[config.mk]
export PLATFORM = sky130hd
export DESIGN_NAME = lifo_stack
export DESIGN_NICKNAME = d
export VERILOG_FILES = /design/src/rtl/lifo_pkg.sv /design/src/rtl/lifo_ram.sv /design/src/rtl/lifo_stack.sv
export SDC_FILE = /design/constraint.sdc
export NUM_CORES = 1
export LEC_CHECK = 0
export ABC_CLOCK_PERIOD_IN_PS = 7300
export BUFFER_PORTS_ARGS = -buffer_cell sky130_fd_sc_hd__buf_2
export CAP_MARGIN = 0
export CELL_PAD_IN_SITES_DETAIL_PLACEMENT = 1
export CELL_PAD_IN_SITES_GLOBAL_PLACEMENT = 1
export CORE_MARGIN = 2
export CORE_UTILIZATION = 55
export DETAILED_ROUTE_END_ITERATION = 7
export PLACE_DENSITY = 0.89
export REMOVE_ABC_BUFFERS = 1
export SYNTH_ARGS = -nofsm -noshare
export SYNTH_HDL_FRONTEND = slang
export SYNTH_SLANG_ARGS = --single-unit
[constraint.sdc]
create_clock -name clk -period 7.3 [get_ports clk]
set_input_delay 1.46 -clock clk [delete_from_list [all_inputs] [get_ports clk]]
set_output_delay 1.46 -clock clk [all_outputs]
set_load 0.02 [all_outputs]
[src/rtl/lifo_pkg.sv]
// Shared defaults and width helpers for the LIFO stack and its storage array.
package lifo_pkg;

  localparam int unsigned LIFO_DW_DEF    = 32;
  localparam int unsigned LIFO_DEPTH_DEF = 16;

  // Occupancy needs one extra bit beyond the index width so that DEPTH itself is representable.
  function automatic int unsigned lifo_cnt_w(input int unsigned depth);
    return $clog2(depth) + 1;
  endfunction

endpackage

[src/rtl/lifo_ram.sv]
// DEPTH x DW register array: one synchronous write port, one asynchronous read port.
module lifo_ram
  import lifo_pkg::*;
#(
  parameter int unsigned DW    = LIFO_DW_DEF,
  parameter int unsigned DEPTH = LIFO_DEPTH_DEF,
  parameter int unsigned AW    = $clog2(DEPTH)
) (
  input  logic          clk,
  input  logic          we,
  input  logic [AW-1:0] waddr,
  input  logic [DW-1:0] wdata,
  input  logic [AW-1:0] raddr,
  output logic [DW-1:0] rdata
);

  logic [DW-1:0] mem_q [DEPTH];

  always_ff @(posedge clk) begin
    if (we) begin
      mem_q[waddr] <= wdata;
    end
  end

  // With a non-power-of-two depth the top index wraps past DEPTH-1 when the stack is empty.
  always_comb begin
    rdata = '0;
    if (32'(raddr) < DEPTH) begin
      rdata = mem_q[raddr];
    end
  end

endmodule

[src/rtl/lifo_stack.sv]
// Parametrised LIFO with flow-controlled push/pop, same-cycle replace, occupancy and sticky flags.
module lifo_stack
  import lifo_pkg::*;
#(
  parameter int unsigned DW    = LIFO_DW_DEF,
  parameter int unsigned DEPTH = LIFO_DEPTH_DEF,
  localparam int unsigned AW   = $clog2(DEPTH),
  localparam int unsigned CW   = lifo_cnt_w(DEPTH)
) (
  input  logic          clk,
  input  logic          rst_n,
  input  logic          clr,
  input  logic          push_stb,
  input  logic [DW-1:0] push_dat,
  output logic          push_ack,
  input  logic          pop_stb,
  output logic [DW-1:0] pop_dat,
  output logic          pop_ack,
  output logic [CW-1:0] count,
  output logic          empty,
  output logic          full,
  output logic          ovf,
  output logic          udf
);

  localparam logic [CW-1:0] CNT_FULL = CW'(DEPTH);

  logic [CW-1:0] count_q, count_d;
  logic [DW-1:0] pop_dat_q, pop_dat_d;
  logic          pop_ack_q, pop_ack_d;
  logic          ovf_q, ovf_d;
  logic          udf_q, udf_d;

  logic          pop_ok, push_ok;
  logic          we;
  logic [AW-1:0] top_idx, waddr;
  logic [DW-1:0] top_dat;

  assign empty   = (count_q == '0);
  assign full    = (count_q == CNT_FULL);
  assign pop_ok  = pop_stb & ~empty & ~clr;
  assign push_ok = push_stb & ~clr & (~full | pop_ok);
  assign top_idx = count_q[AW-1:0] - 1'b1;

  // A push paired with an accepted pop overwrites the current top instead of growing the stack.
  assign we    = push_ok;
  assign waddr = pop_ok ? top_idx : count_q[AW-1:0];

  lifo_ram #(
    .DW    (DW),
    .DEPTH (DEPTH),
    .AW    (AW)
  ) u_ram (
    .clk   (clk),
    .we    (we),
    .waddr (waddr),
    .wdata (push_dat),
    .raddr (top_idx),
    .rdata (top_dat)
  );

  always_comb begin
    count_d   = count_q;
    pop_dat_d = pop_dat_q;
    pop_ack_d = pop_ok;
    ovf_d     = ovf_q | (push_stb & ~push_ok);
    udf_d     = udf_q | (pop_stb & ~pop_ok);
    if (pop_ok) begin
      pop_dat_d = top_dat;
    end
    if (clr) begin
      count_d = '0;
      ovf_d   = 1'b0;
      udf_d   = 1'b0;
    end else if (push_ok && !pop_ok) begin
      count_d = count_q + 1'b1;
    end else if (pop_ok && !push_ok) begin
      count_d = count_q - 1'b1;
    end
  end

  always_ff @(posedge clk or negedge rst_n) begin
    if (!rst_n) begin
      count_q   <= '0;
      pop_dat_q <= '0;
      pop_ack_q <= 1'b0;
      ovf_q     <= 1'b0;
      udf_q     <= 1'b0;
    end else begin
      count_q   <= count_d;
      pop_dat_q <= pop_dat_d;
      pop_ack_q <= pop_ack_d;
      ovf_q     <= ovf_d;
      udf_q     <= udf_d;
    end
  end

  assign push_ack = push_ok;
  assign pop_dat  = pop_dat_q;
  assign pop_ack  = pop_ack_q;
  assign count    = count_q;
  assign ovf      = ovf_q;
  assign udf      = udf_q;

endmodule
==> Word level (Yosys, flattened, before mapping) <==
Memory sizes are Yosys's and may differ from the RTL's. A register that Yosys moved wholly into a read port is not among the register bits.
Index checks and enable logic that the tools add are counted.
{ "classes": {"add_sub_neg": 3, "eq_ne": 1, "muxes": 8, "n_bitwise": 14, "n_reduce_logical": 7} }
{ "ops": {"columns": ["op", "n"], "rows": [
  ["$mux W5", 3],
  ["$and A1 B1 Y1", 6],
  ["$add A5 B1 Y5 const B", 1],
  ["$eq A5 B5 Y1 const B", 1],
  ["$logic_not A5 Y1", 1],
  ["$not A1 Y1", 5],
  ["$sub A5 B1 Y5 const B", 1],
  ["$mux W1", 4],
  ["$mux W4", 1],
  ["$sub A4 B1 Y4 const B", 1],
  ["$logic_not A1 Y1", 3],
  ["$or A1 B1 Y1", 3],
  ["$reduce_bool A3 Y1", 1],
  ["$logic_and A1 B1 Y1", 2]
]} }
{ "word_totals": {"regBits": 8, "ram_bits": 512, "in_bits": 37, "elab_cells": 38, "mem_count": 1} }
{ "mem_list": {"columns": ["name", "depth", "word_bits", "read_ports", "rd_ports_with_merged_regs", "write_ports", "line_no", "rtl"], "rows": [
  ["u_ram.mem_q", 16, 32, 1, 1, 1, "lifo_ram.sv:17", "logic [DW-1:0] mem_q [DEPTH];"]
]} }

==> Longest topological paths before layout <==
Gate-level depths: netlist of the first run.
{ "logic_depth": {"word_depth": 11, "mapped_depth": 14, "depth_no_buf": 10} }

==> Modules after synthesis <==
A second synthesis of the first run with hierarchy kept.
{ "hier_totals": {"cells_unflattened": 943, "hier_area_um2": 21080.2} }
{ "by_module_without_submodules": {"columns": ["mod", "instances", "cells_per_inst", "area_each_um2", "seq_area_each_um2"], "rows": [
  ["lifo_ram", 1, 806, 19213.4, 15374.7],
  ["lifo_stack", 1, 137, 1866.8, 1001.0]
]} }

==> Least setup slack after synthesis of the first run <==
No wires, ideal clock.
{ "synth_path": {"kind": "register to register", "startpoint": "reg count_q[0] (netlist: count[0])", "endpoint": "mem u_ram.mem_q[1][0] (netlist name), enable pin", "setup_time_ps": 461, "arrival_time_ps": 4938, "path_slack_ps": 1901, "stages_incl_launch_ff": 9, "path_buffers": 2, "cell_sequence": "dfrtp_1 -> buf_2 -> clkbuf_1 -> inv_1 -> ha_1 -> and4bb_2 -> a211oi_2 -> o211ai_1 -> nor3_1"} }
{ "synth_via": {"elab_cells_between_ends": 12, "cone_classes": "add/sub (1); eq/ne (1); mux (3); bitwise (6); reduce/logical (1)"} }
{ "synth_lines": {"columns": ["item", "line_no", "rtl"], "rows": [
  ["start: declaration", "lifo_stack.sv:28", "logic [CW-1:0] count_q, count_d;"],
  ["start signal: assignment", "lifo_stack.sv:90", "count_q <= count_d;"],
  ["$eq A5 B5 Y1", "lifo_stack.sv:40", "assign full = (count_q == CNT_FULL);"],
  ["named net full", "lifo_stack.sv:21", "output logic full,"],
  ["$not A1 Y1", "lifo_stack.sv:42", "assign push_ok = push_stb & ~clr & (~full | pop_ok);"],
  ["$or A1 B1 Y1", "lifo_stack.sv:42", null],
  ["$and A1 B1 Y1", "lifo_stack.sv:42", null],
  ["named net push_ack", "lifo_stack.sv:15", "output logic push_ack,"],
  ["$mux W1", "lifo_ram.sv:20", "if (we) begin"],
  ["$mux W1 (not written as such)", "lifo_ram.sv:21", "mem_q[waddr] <= wdata;"],
  ["end: declaration", "lifo_ram.sv:17", null]
]} }
The timed path passes the listed nets, and every way through them passes these cells.

==> Final worst setup path of the first run <==
{ "layout_path": {"startpoint": "reg count_q[0] (netlist: count[0])", "endpoint": "mem u_ram.mem_q[5][21] (netlist name), enable pin"} }
{ "layout_via": {"elab_chain_cells": 8, "elab_cells_between_ends": 12, "cone_classes": "add/sub (1); eq/ne (1); mux (3); bitwise (6); reduce/logical (1)"} }
{ "layout_lines": {"columns": ["item", "line_no", "rtl"], "rows": [
  ["$logic_not A5 Y1 *", "lifo_stack.sv:39", "assign empty = (count_q == '0);"],
  ["$not A1 Y1 *", "lifo_stack.sv:41", "assign pop_ok = pop_stb & ~empty & ~clr;"],
  ["$and A1 B1 Y1 * (2 in series)", "lifo_stack.sv:41", null],
  ["named net pop_ack_d", "lifo_stack.sv:30", "logic pop_ack_q, pop_ack_d;"],
  ["$or A1 B1 Y1", "lifo_stack.sv:42", null],
  ["$and A1 B1 Y1", "lifo_stack.sv:42", null],
  ["$mux W1", "lifo_ram.sv:20", null],
  ["$mux W1 (not written as such)", "lifo_ram.sv:21", null]
]} }
Mark *: on every way through the listed nets, which the timed path passes. The rest lies on a longest branch.

==> results of run 1 <==
[routing by layer]
layer  share of wire, %  wire [um]
met2                 51      25700
met5              0.026         13
met4                3.2       1630
met3                7.6       3840
met1                 39      19600
[how the worst min path moves through the flow]
stage / depth (start not counted) / endpoint / start
2_1_floorplan: 2 / udf$_DFF_PN0_ / udf$_DFF_PN0_
3_3_place_gp: 2 / ovf$_DFF_PN0_ / ovf$_DFF_PN0_
3_5_place_dp: 2 / pop_dat[1]$_DFFE_PN0N_ / pop_dat[1]$_DFFE_PN0N_
4_1_cts: 2 / pop_dat[1]$_DFFE_PN0N_ / pop_dat[1]$_DFFE_PN0N_
5_1_grt: 2 / pop_dat[0]$_DFFE_PN0N_ / pop_dat[0]$_DFFE_PN0N_
6_report: 2 / pop_dat[1]$_DFFE_PN0N_ / pop_dat[1]$_DFFE_PN0N_
[report_power, final]
part | switching, W | internal (W) | total, W
combinational | 0.00125 | 0.000897 | 0.00214
sequential | 0.000160 | 0.00369 | 0.00385
clock | 0.00112 | 0.00135 | 0.00247
[placed cells by master, fill, tap and decap left out, drive strengths merged, types with 10 or more instances in the layout]
cell	instances
edfxtp	512
mux4	128
dfrtp	40
o21ai	36
clkbuf	70
clkinv	26
mux2i	65
a2bb2oi	32
buf	102
nor3	10
nor2	13
[final cells by class]
type / count / area share [%]
well taps: 511 / 2.68
inverters: 7 / 0.163
flip-flops and latches: 552 / 68.7
clock buffers: 70 / 5.91
repair buffers: 102 / 2.38
multi-input cells: 337 / 19.7
clock inverters: 25 / 0.477
[synth_stat cells (all sizes together)]
cell       n  area, um2
edfxtp   512      15400
mux4     128       2880
mux2i     65        651
dfrtp     40       1000
o21ai     36        180
a2bb2oi   32        280
buf       25        135
clkbuf    24       93.8
nor2      13       48.8
nor3      10       61.3
ha         6       75.1
inv        6       22.5
a21oi      5       25.0
a31oi      5       31.3
nor4       4       25.0
o211ai     4       30.0
a211oi     3       27.5
mux2       3       41.3
a21o       2       15.0
nand2      2       10.0
nand3      2       10.0
nor2b      2       12.5
nor3b      2       15.0
a21bo      1       10.0
a221oi     1       26.3
and4bb     1       12.5
clkinv     1       16.3
fa         1       20.0
nand2b     1       6.26
nand3b     1       7.51
nand4b     1       8.76
o31a       1       8.76
or3        1       11.3
or4        1       7.51
or4b       1       10.0
xnor2      1       8.76
xor2       1       16.3
[state kept, by name, summed over array words and instances, names as in the netlist]
register	flops
pop_dat	32
count	5
ovf	1
pop_ack	1
u_ram.mem_q	512
udf	1
[worst max-delay path, delay by kind of cell, from the launching register on]
family | cells | cell delay, ps
AOI/OAI and AO/OA | 1 | 360
adders and majority gates | 1 | 260
buffers and inverters | 2 | 750
DFF | 1 | 930
and+or+nand+nor | 3 | 2280
[through the flow]
stage                     util (%)  cell area [um2]  hold slack [ps]  total power, W  std cells
after floorplan                  -            21000              594         0.00549        896
after global placement        59.0            22300              477         0.00588       1509
after detailed placement      59.0            22300              492         0.00601       1509
after CTS                     63.0            23800              506         0.00851       1604
after global routing          63.0            23800              538         0.00874       1604
final                         63.0            23800              499         0.00846       1604
[logic make-up (layout without fill, tap and decap cells)]
| logic type | count (synthesis) | count (layout) |
|---|---|---|
| DFF | 552 | 552 |
| muxes | 196 | 196 |
| AOI/OAI and AO/OA | 90 | 90 |
| buffers and inverters | 56 | 204 |
| and+or+nand+nor | 42 | 42 |
| adders and majority gates | 7 | 7 |
| xor gates and xnor gates | 2 | 2 |
==> impl_metrics.py, run 1 <==
metrics = {
    "outcome": {
        "status": "completed",
    },
    "logic_synthesis": {
        "ys_types": 45,
        "synth_xor_area_share_pct": 0.118,
        "synth_top_family_by_area": "multiplexers",
        "netlist_area_mm2": 0.0212,
        "synth-simple-area-share_pct": 1.16,
        "yosys_warnings": 0,
        "synthCells": 945,
        "synth-compound-area-share_pct": 2.99,
        "synth-seq-cells": 552,
        "yosys-mux-area-fraction_pct": 16.8,
        "synthAdderAreaFrac_pct": 0.448,
        "avgSynthCellArea_um2": 22.5,
        "seq_area_frac_synth_pct": 77.2,
    },
    "finish": {
        "area_growth_pct": 12.4,
        "drive_gt1_share_pct": 29.6,
        "final-seq-area_mm2": 0.0164,
        "fillers": 3088,
        "diodes": 0,
        "num-nets-final": 1096,
        "multi_input_area_mm2": 0.00470,
    },
    "floorplanning": {
        "initial_core_util_pct": 56.1,
        "dieArea_mm2": 0.0402,
        "die_x_um": 200,
        "dieHeight_um": 200,
        "core-area_mm2": 0.0378,
        "placement_rows": 71,
        "io_pins": 80,
    },
    "detailed_routing": {
        "via_per_inst": 6.49,
        "routed_wl_mm": 50.8,
        "drt-pass1-iter-count": 5,
        "via_count": 10400,
        "drc": 0,
        "wl_per_cell_um": 31.7,
        "drt_iter0_drc": 928,
        "ant_nets": 0,
    },
    "power": {
        "ir_worst_vdd_mv": 0.193,
        "p_per_area_mw_per_mm2": 355,
        "p_leak_nw": 7.88,
    },
    "worst_setup_path": {
        "critPathArrivalTime_ps": 5200,
        "crit_chain": "inv_1 > ha_4 > or4b_1 > nand2_2 > inv_1 > a31oi_1 > nor2_4",
        "crit_start": "count[0]$_DFFE_PN0P_",
        "crit_type": "reg -> reg",
        "crit_path_end": "u_ram.mem_q[5][21]$_DFFE_PP_",
        "critPathMostFrequentCell": "inv_1",
        "slowest_delay_ps": 1000,
        "reg2reg_slack_ps": 2270,
        "crit_path_max_fanout": 43,
        "reg2reg_depth": 7,
        "r2r_end": "u_ram.mem_q[5][21]$_DFFE_PP_",
        "worstSetupEndpointType": "flop",
        "worstPathRequired_ps": 7470,
        "rr_startpoint": "count[0]$_DFFE_PN0P_",
        "cp_slowest_cell": "nor2_4",
        "critPathLaunchType": "flop",
    },
    "clock_network": {
        "root_buffer": "clkbuf_16",
        "clock-sinks": 552,
        "cts_tree": "yes",
        "cts_buffers": 52,
        "clk_pin_slew_worst_paths_ps": 60,
        "cts_setup_buffers": 0,
        "h-tree-depth": 2,
        "clock_latency_ps": 560,
        "clockBufferDepth": 3,
        "cts_resized": 0,
        "cts_hold_buffers": 0,
    },
    "sta": {
        "rsz0062_at_grt": "false",
        "worst_slack_ps": 2270,
        "clock.fmax_ghz": 0.199,
        "period_needed_ps": 5030,
        "relSlewSlack_pct": 19.7,
        "slew_viol_final": 0,
        "hold_viol_final": 0,
        "setup_tns_ps": 0,
        "worst_slew_pin_slew_ps": 1200,
        "setup_viol": 0,
        "skew_ps": 13.0,
        "period_share_pct": 69.0,
    },
    "global_route": {
        "grt_pass1_vias": 11300,
        "antenna_found_initial": 1,
        "grtUsageMet3_pct": 5.21,
        "grt_max_degree": 56,
        "use_met1_pct": 34.9,
        "grt_use_total_pct": 25.9,
        "grt.overflow.total": 0,
        "use_met2_pct": 42.7,
        "grt_pass1_wl_mm": 75.8,
        "grt_busiest_layer": "met2",
    },
    "placement": {
        "hpwlAfterDp_mm": 27.3,
        "gp_congestion": 0.777,
        "place.port_buffers": 79,
        "dp_slack_ps": 2200,
    },
    "run": {
        "max_cap_violations": 0,
    },
    "worst_hold_path": {
        "min_path_type": "reg -> reg",
    },
}
(Power assumes the default switching activity.)
==> run 2: changes to the inputs <==
- ABC_AREA: unset -> 1
- ABC_CLOCK_PERIOD_IN_PS: 7300 -> 4550
- CORE_UTILIZATION: 55 -> 45
- PLACE_DENSITY: 0.89 -> 0.85
- clock period: 7.3 -> 4.55 ns (I/O delays scaled with it)
==> run 2 against run 1 <==
  * Cell area grew 7.3%
  * Routed wire length is 36% higher
  * Largest cell class unchanged
  * Sequential power is 57% higher
  * Clock skew rose by 25 ps
  * Core utilization is 11 points lower
  * Non-clock buffer count is 15 higher
  * Worst setup slack worse by 1300 ps
==> impl_metrics.py, run 2 <==
metrics = {
    "detailed_routing": {
        "drt_iter0_drc": 1507,
        "drc": 0,
        "wl_per_cell_um": 25.4,
        "via_per_inst": 5.84,
        "ant_nets": 0,
        "via_count": 15800,
        "routed_wl_mm": 68.9,
        "drt-pass1-iter-count": 5,
    },
    "floorplanning": {
        "core-area_mm2": 0.0490,
        "placement_rows": 81,
        "die_x_um": 227,
        "io_pins": 80,
        "dieHeight_um": 227,
        "initial_core_util_pct": 45.6,
        "dieArea_mm2": 0.0514,
    },
    "logic_synthesis": {
        "ys.flop_type": "edfxtp_1",
        "synth-simple-area-share_pct": 23.0,
        "synthMostInstantiatedCell": "nand2_1",
        "synth_commonest_cells": "nand2_1, edfxtp_1, nand3_1",
        "synth_top_family_by_area": "simple AND/OR/NAND/NOR gates",
        "synthTopCellsByArea": "edfxtp_1, nand2_1, nand3_1, dfrtp_1, buf_2",
        "ys_types": 25,
        "seq_area_frac_synth_pct": 73.4,
        "async_flop_share_pct": 7.25,
        "synthCells": 1932,
        "synth_edf_count": 512,
        "synth_top_area_share_pct": 68.9,
        "synth_xor_area_share_pct": 0.297,
        "yosys-mux-area-fraction_pct": 0,
        "synth-compound-area-share_pct": 0.230,
        "synth-seq-cells": 552,
        "synth_area_leader_cell": "edfxtp_1",
        "avgSynthCellArea_um2": 11.5,
        "synthAdderAreaFrac_pct": 0.426,
        "yosys_warnings": 0,
        "netlist_area_mm2": 0.0223,
    },
    "worst_hold_path": {
        "min_path_type": "in -> async",
    },
    "finish": {
        "num-nets-final": 2040,
        "top_register": "u_ram.mem_q",
        "mostFrequentLayoutCells": "nand2_1, edfxtp_1, nand3_1",
        "drive_gt1_share_pct": 11.7,
        "final_common_cell": "nand2_1",
        "fin_util_pct": 52.3,
        "postLayoutCellArea_mm2": 0.0256,
        "fillers": 5062,
        "largest_reg_flops": 512,
        "area_growth_pct": 14.8,
    },
    "worst_setup_path": {
        "critPathLaunchType": "flop",
        "worstPathRequired_ps": 4840,
        "worstSetupEndpointType": "flop",
        "crit_type": "reg -> reg",
        "critPathArrivalTime_ps": 3890,
        "crit_path_max_fanout": 21,
    },
    "placement": {
        "gp_congestion": 0.783,
        "place.port_buffers": 79,
        "hpwlAfterDp_mm": 38.3,
        "place_area_mm2": 0.0237,
    },
    "clock_network": {
        "clock_latency_ps": 630,
        "h-tree-depth": 2,
        "clockBufferDepth": 3,
        "clk_pin_slew_worst_paths_ps": 70,
        "cts_tree": "yes",
        "cts_buffers": 56,
        "cts_resized": 0,
        "cts_hold_buffers": 0,
        "clock-sinks": 552,
        "root_buffer": "clkbuf_16",
        "cts_setup_buffers": 0,
    },
    "sta": {
        "relSlewSlack_pct": 25.3,
        "clock.fmax_ghz": 0.277,
        "hold_viol_final": 0,
        "slew_viol_final": 0,
        "setup_viol": 0,
        "worst_slew_pin_slew_ps": 1120,
        "period_needed_ps": 3610,
        "period_share_pct": 79.3,
        "skew_ps": 38.2,
        "rsz0062_at_grt": "false",
        "hold_ws_ps": 428,
    },
    "global_route": {
        "grt_pass1_wl_mm": 103,
        "antenna_found_initial": 2,
        "grt_pass1_vias": 17200,
        "grt_max_degree": 99,
        "grt.overflow.total": 0,
        "grt_use_total_pct": 27.1,
    },
    "power": {
        "ir_worst_vdd_mv": 0.389,
        "p_per_area_mw_per_mm2": 607,
        "p_leak_nw": 9.70,
    },
    "run": {
        "max_cap_violations": 0,
    },
    "outcome": {
        "status": "completed",
    },
}
==> run 2: per-stage QoR <==
step                      cells  TNS [ps]  total power, W  setup slack [ps]
final                      2709         0          0.0155               944
after global routing       2709         0          0.0162               790
after CTS                  2708         0          0.0156              1040
after detailed placement   2602         0          0.0106               850
after global placement     2602         0          0.0104              1140
after floorplan            1821  -4641730         0.00888             -9570
==> run 2: cell families (layout without fill, tap and decap cells) <==
kind of cell / count (synthesis) / count (layout)
other cells: 0 / 1
xor+xnor: 5 / 5
fa+ha+maj: 7 / 7
buf+inv: 130 / 242
compound gates: 9 / 9
flops: 552 / 552
simple gates: 1229 / 1229
==> run 2: path summary, 6_finish.rpt <==
path	slack, ps	cells after the start	end	from
setup / recovery	940	9	u_ram.mem_q[4][9]$_DFFE_PP_	count[1]$_DFFE_PN0P_
hold reg to reg	480	2	pop_dat[2]$_DFFE_PN0N_	pop_dat[2]$_DFFE_PN0N_
min in group clk	480	2	pop_dat[2]$_DFFE_PN0N_	pop_dat[2]$_DFFE_PN0N_
max in group asynchronous	3570	2	count[0]$_DFFE_PN0P_	rst_n
hold / removal	430	2	pop_dat[4]$_DFFE_PN0N_	rst_n
setup reg to reg	940	9	u_ram.mem_q[4][9]$_DFFE_PP_	count[1]$_DFFE_PN0P_
==> run 2: worst max-delay path, stage by stage, from the launching register on <==
cell	delay (ps)
dfrtp_1	560
inv_1	180
ha_4	210
nand3_2	110
nand2_2	350
nand2_1	230
a21boi_1	310
nand2_1	330
nor2_4	610
buf_12	320
==> run 2: cell type report <==
cell class	count	area, um2	area share (%)
Antenna cell	1	2.50	0.00978
Tap cell	664	831	3.25
Multi-Input combinational cell	1250	5500	21.5
Clock inverter	34	387	1.51
Sequential cell	552	16400	64.0
Clock buffer	72	1530	5.99
Timing Repair Buffer	117	881	3.44
Inverter	19	78.8	0.308
==> run 2: power breakdown <==
group | switching [W] | leakage, nW | internal [W]
clock network | 0.00207 | 0.934 | 0.00280
registers | 0.000166 | 5.12 | 0.00588
logic | 0.00343 | 3.64 | 0.00120
==> run 2: metal layers <==
layer	vias up	routed length, um	global-route usage, %
li1	6806	-	-
met1	7996	25700	32.8
met2	809	35400	47.6
met3	202	5270	5.08
met4	2	2600	11.7
met5	-	13	0
